[src/rtl/half_adder_cell.sv]
// Single-lane half adder: two 1-bit addends in, sum and carry out.
module half_adder_cell (
  input  logic a,
  input  logic b,
  output logic s,
  output logic c
);

  // Sum and carry for one lane.
  always_comb begin
    s = a ^ b;
    c = a & b;
  end

endmodule

[src/rtl/half_adder.sv]
// Bit-parallel half adder with an optional output register stage and a
// valid qualifier, so it can sit directly inside a pipelined datapath.
module half_adder #(
  parameter int unsigned WIDTH      = 1,
  parameter int unsigned REGISTERED = 1
) (
  input  logic             clk,
  input  logic             rst,
  input  logic             in_valid,
  input  logic [WIDTH-1:0] X,
  input  logic [WIDTH-1:0] Y,
  output logic [WIDTH-1:0] S,
  output logic [WIDTH-1:0] C,
  output logic             out_valid
);

  logic [WIDTH-1:0] sum_w;
  logic [WIDTH-1:0] carry_w;

  // Independent lanes; there is no carry path between them.
  for (genvar i = 0; i < WIDTH; i++) begin : g_lane
    half_adder_cell u_cell (
      .a (X[i]),
      .b (Y[i]),
      .s (sum_w[i]),
      .c (carry_w[i])
    );
  end

  if (REGISTERED != 0) begin : g_reg
    logic [WIDTH-1:0] s_q, s_d;
    logic [WIDTH-1:0] c_q, c_d;
    logic             valid_q, valid_d;

    // Capture a new result only when qualified; otherwise hold the last one.
    always_comb begin
      s_d     = s_q;
      c_d     = c_q;
      valid_d = in_valid;
      if (in_valid) begin
        s_d = sum_w;
        c_d = carry_w;
      end
    end

    // Output register; reset clears any result in flight.
    always_ff @(posedge clk or posedge rst) begin
      if (rst) begin
        s_q     <= '0;
        c_q     <= '0;
        valid_q <= 1'b0;
      end else begin
        s_q     <= s_d;
        c_q     <= c_d;
        valid_q <= valid_d;
      end
    end

    assign S         = s_q;
    assign C         = c_q;
    assign out_valid = valid_q;
  end else begin : g_comb
    // Clock and reset have no role in the combinational variant.
    logic unused_clk_rst;
    assign unused_clk_rst = clk ^ rst;

    assign S         = sum_w;
    assign C         = carry_w;
    assign out_valid = in_valid;
  end

endmodule

[config.mk]
export PLATFORM = sky130hd
export DESIGN_NAME = half_adder
export DESIGN_NICKNAME = d
export VERILOG_FILES = /design/src/rtl/half_adder_cell.sv /design/src/rtl/half_adder.sv
export SDC_FILE = /design/constraint.sdc
export NUM_CORES = 1
export LEC_CHECK = 0
export CAP_MARGIN = 25
export CORE_AREA = 2 2 39 41
export DETAILED_ROUTE_END_ITERATION = 16
export DIE_AREA = 0 0 41 43
export GPL_ROUTABILITY_DRIVEN = 0
export PLACE_DENSITY = 0.4
export SYNTH_ARGS = -nofsm -noshare
export SYNTH_HDL_FRONTEND = slang
export SYNTH_SLANG_ARGS = --single-unit
[constraint.sdc]
create_clock -name clk -period 1.88 [get_ports clk]
set_input_delay 0.282 -clock clk [delete_from_list [all_inputs] [get_ports clk]]
set_output_delay 0.282 -clock clk [all_outputs]
set_load 0.005 [all_outputs]
-- Word-level counts from Yosys, hierarchy flattened
Cells that the tools add are included.
W data, S select, Z words.
- flip-flop bits (word level): 3
- input bits: 5
- bitwise logic cells: 2
- operators with widths (kind ; number):
    $and A1 B1 Y1 ; 1
    $xor A1 B1 Y1 ; 1

-- Depth between registers and ports, before layout
- depth in word-level cells: 1
- depth in mapped cells: 2

-- By module
From an unflattened synthesis, not the netlist that was laid out.
- cells, all modules: 7
- area, all modules: 113.9 µm²
- modules (own cells, without submodules) (module ; instances ; cells an instance ; area each (µm²) ; seq. area each (µm²)):
    half_adder ; 1 ; 6 ; 101.3 ; 75.1
    half_adder_cell ; 1 ; 1 ; 12.5 ; 0.0

-- Worst setup path after synthesis
No wires, ideal clock.
- path type: in2reg
- start: in X
- end: reg g_reg.s_q (netlist: S)
- arrival: 0.789 ns
- required time: 1.755 ns
- setup slack: 0.966 ns
- stages on the path: 2
- buffers on the path: 0
- path through: ha_1 mux2_2
- cells in the longest elaborated chain, start to end: 1
- RTL lines (what ; RTL line ; source):
    start, declared ; half_adder.sv:10 ; input logic [WIDTH-1:0] X,
    $xor A1 B1 Y1 ; half_adder_cell.sv:11 ; s = a ^ b;
    end signal, assigned ; half_adder.sv:49 ; s_q <= '0;
    end signal, assigned ; half_adder.sv:53 ; s_q <= s_d;
    end, declared ; half_adder.sv:31 ; logic [WIDTH-1:0] s_q, s_d;
Every way passes these cells.
A chain may end at the register's enable or synchronous reset.

-- Worst setup path in the final report
- start: reg g_reg.s_q (netlist: S)
- end: out S
- RTL lines (what ; RTL line ; source):
    end, declared ; half_adder.sv:12 ; output logic [WIDTH-1:0] S,
No word-level cell between the ends.

==> metrics.md <==
| Metric | Value |
|---|---|
| Status | `complete, no violations` |
| F_max | `between 0.7 and 0.8 GHz` |
| Most common cell after layout, fill and taps aside | `clkdlybuf4s50_1` |
| Setup_tns | `0 ns` |
| # H-tree levels | `1` |
| Place WS | `roughly 0.53 ns` |
| Slew margin rel. | `between 90% and 100%` |
| GRT Residual Overflow | `0` |
| Mapped cell area | `between 100 and 150 sq um` |
| 1st-pass router iterations | `1` |
| GR peak layer | `met4` |
| IR drop worst, VDD | `0.000198 V` |
| RSZ-0062 raised after global routing | `false` |
| CP cell instances | `clkdlybuf4s50_1` |
| Worst-Skew Late Latency | `0.23 ns` |
| Synth top area share | `about two thirds` |
| TritonCTS Buffers | `3` |
| Nature of the critical path endpoint | `primary output` |
| Lkg Pwr | `0.100 nW` |
| Compound-gate portion of the synthesized area | `0%` |
| Period utilisation layout | `slightly above 70%` |
| Routed length per instance | `7.79 um` |
| Setup Viol. Count Final | `0` |
| IO Count | `8` |
| Maximum capacitance violations | `0` |
| GRT Util Overall | `4.82%` |
| CTS max path bufs | `2` |
| Clock slew seen by the registers of the worst setup and hold paths | `about 0.040 ns` |
| WP data arrival | `between 1 and 1.5 ns` |
| WL final | `~270 um` |
| Post-Synth XOR/XNOR Area | `0%` |
| Pin count of the biggest net entering global routing | `4` |
| Worst setup path category | `reg -> out` |
| Post-CTS sizing | `0` |
| Adder-cell share of the synthesized area | `11.0%` |
| Area leader, netlist | `dfrtp_1` |
| Clk_skew | `0 ns` |
| Iter 0 DRT Violations | `0` |
| Yosys warns | `0` |
| Drt drc | `0` |
| Met3 global-route usage | `7.33%` |
| Fin nets | `25` |
| CTS tree | `done` |
| Syn avg cell area | `between 15 and 20 sq um` |
| First-pass GRT wire length | `a little over 400 um` |
| Syn Inst Count | `7` |
| HP Class | `in -> async` |
| Buf/Inv on CP | `1` |
| Fin. max-slew vios | `0` |
| Power density over cell area | `~950 nW/um^2` |
| Ratio of cells with drive above 1 in the final layout | `27.8%` |
| Register area share after synthesis | `about two thirds` |
| N_diodes | `0` |
| Slowest cell on the critical path | `clkdlybuf4s50_1` |
| # rows | `14` |
| Vias | `between 90 and 100` |
| Met2 Use GR | `4.38%` |
| Non-Filler Instances | `34` |
| Simple-gate portion of the synthesized area | `0%` |
| TritonCTS Sinks | `3` |
| Cells after DPL | `30` |
| Multiplexer share of the synthesized area | `19.8%` |
| Largest family of logic cells by synthesized area | `multiplexers` |
| Largest cells by area after synthesis | `dfrtp_1 (66%), mux2_2 (20%), ha_1 (11%), inv_1 (3.3%)` |
| DIE AREA | `approximately 1800 sq um` |
| DIE WIDTH | `between 40 and 50 um` |
| Die height | `~43 um` |
| Power Total | `roughly 220 uW` |
| Crit path launch type | `register` |
| Worst-Margin Slew | `~0.12 ns` |
| Req. time, crit path | `1.60 ns` |
| PortBufs | `7` |
| Tmin final | `1.36 ns` |
| Core ar. | `1380 sq um` |
| Starting Density | `slightly above 8%` |
| Initial antenna violation count | `0` |
| Hold Violations, Final | `0` |
| Root buffer cell | `clkbuf_4` |
| Area Growth Syn to Fin | `102%` |
| Seq cells post-synth | `3` |
| Antenna Nets Post-Route | `0` |
| CP Max Fanout | `2` |
| # Post-CTS Setup Buffers | `0` |
| Syn nets | `13` |
| PnR worst setup slack | `approximately 0.52 ns` |
| Met1 Use GR | `2.58%` |
| Vias in the first global route | `slightly above 100` |
| Yosys cell types | `4` |
| CTS Hold Buffers Added | `0` |
| Top delay family on crit path | `buffers and inverters` |
| Most frequent cells in the layout | `clkdlybuf4s50_1 (7), dfrtp_1 (3), clkbuf_4 (3)` |
| Vias/cell | `between 2 and 3` |
| Slowest stage delay, CP | `0.50 ns` |
-- power breakdown --
group | total, mW | switching [mW] | leakage [nW] | internal [mW]
combinational | 0.0302 | 0.00763 | 0.0490 | 0.0226
sequential | 0.0740 | 0.00282 | 0.0362 | 0.0712
clock | 0.115 | 0.0355 | 0.0150 | 0.0797
-- per-stage QoR --
step | hold slack (ns) | area (sq um) | util, %
2_1_floorplan | 0.0356 | 114 | -
5_1_grt | 0.219 | 230 | 16.6
6_report | 0.215 | 230 | 16.6
3_5_place_dp | 0.463 | 204 | 14.7
4_1_cts | 0.216 | 230 | 16.6
3_3_place_gp | 0.461 | 204 | 14.7
-- registers in the layout, indices dropped and copies added (netlist names) --
name / flops
C: 1
S: 1
out_valid: 1
-- routing by layer --
layer,vias to the layer above,wire length (um),part of all wire (%)
met5,-,0,0
met4,0,25,9.4
met3,4,70,26
met2,10,78,29
met1,39,90,34
li1,45,-,-
-- cells by family (layout without fill, tap and decap cells) --
family / Yosys count / in the layout
adder cells (fa/ha/maj): 1 / 1
buffers and inverters: 1 / 12
flip-flops: 3 / 3
multiplexers: 2 / 2
-- synth_stat cells --
| cell type | number |
|---|---|
| dfrtp_1 | 3 |
| mux2_2 | 2 |
| ha_1 | 1 |
| inv_1 | 1 |
-- cell type report --
cell class	instances	area [sq um]
Clock buffer	4	26.3
Multi-Input combinational cell	3	35.0
Fill cell	156	1150
Tap cell	16	20.0
Sequential cell	3	75.1
Inverter	1	3.75
Timing Repair Buffer	7	70.1
-- path summary, 6_finish.rpt --
kind	slack, ns	start	cells past startpoint	to
setup / recovery	0.52	S$_DFFE_PP0P_	1	S
hold / removal	0.21	rst	2	out_valid$_DFF_PP0_
setup reg to reg	1.14	S$_DFFE_PP0P_	1	S$_DFFE_PP0P_
hold reg to reg	0.51	C$_DFFE_PP0P_	1	C$_DFFE_PP0P_
max in group asynchronous	1.54	rst	2	C$_DFFE_PP0P_
min in group clk	0.51	C$_DFFE_PP0P_	1	C$_DFFE_PP0P_
Power figures use the tool's default switching activity.
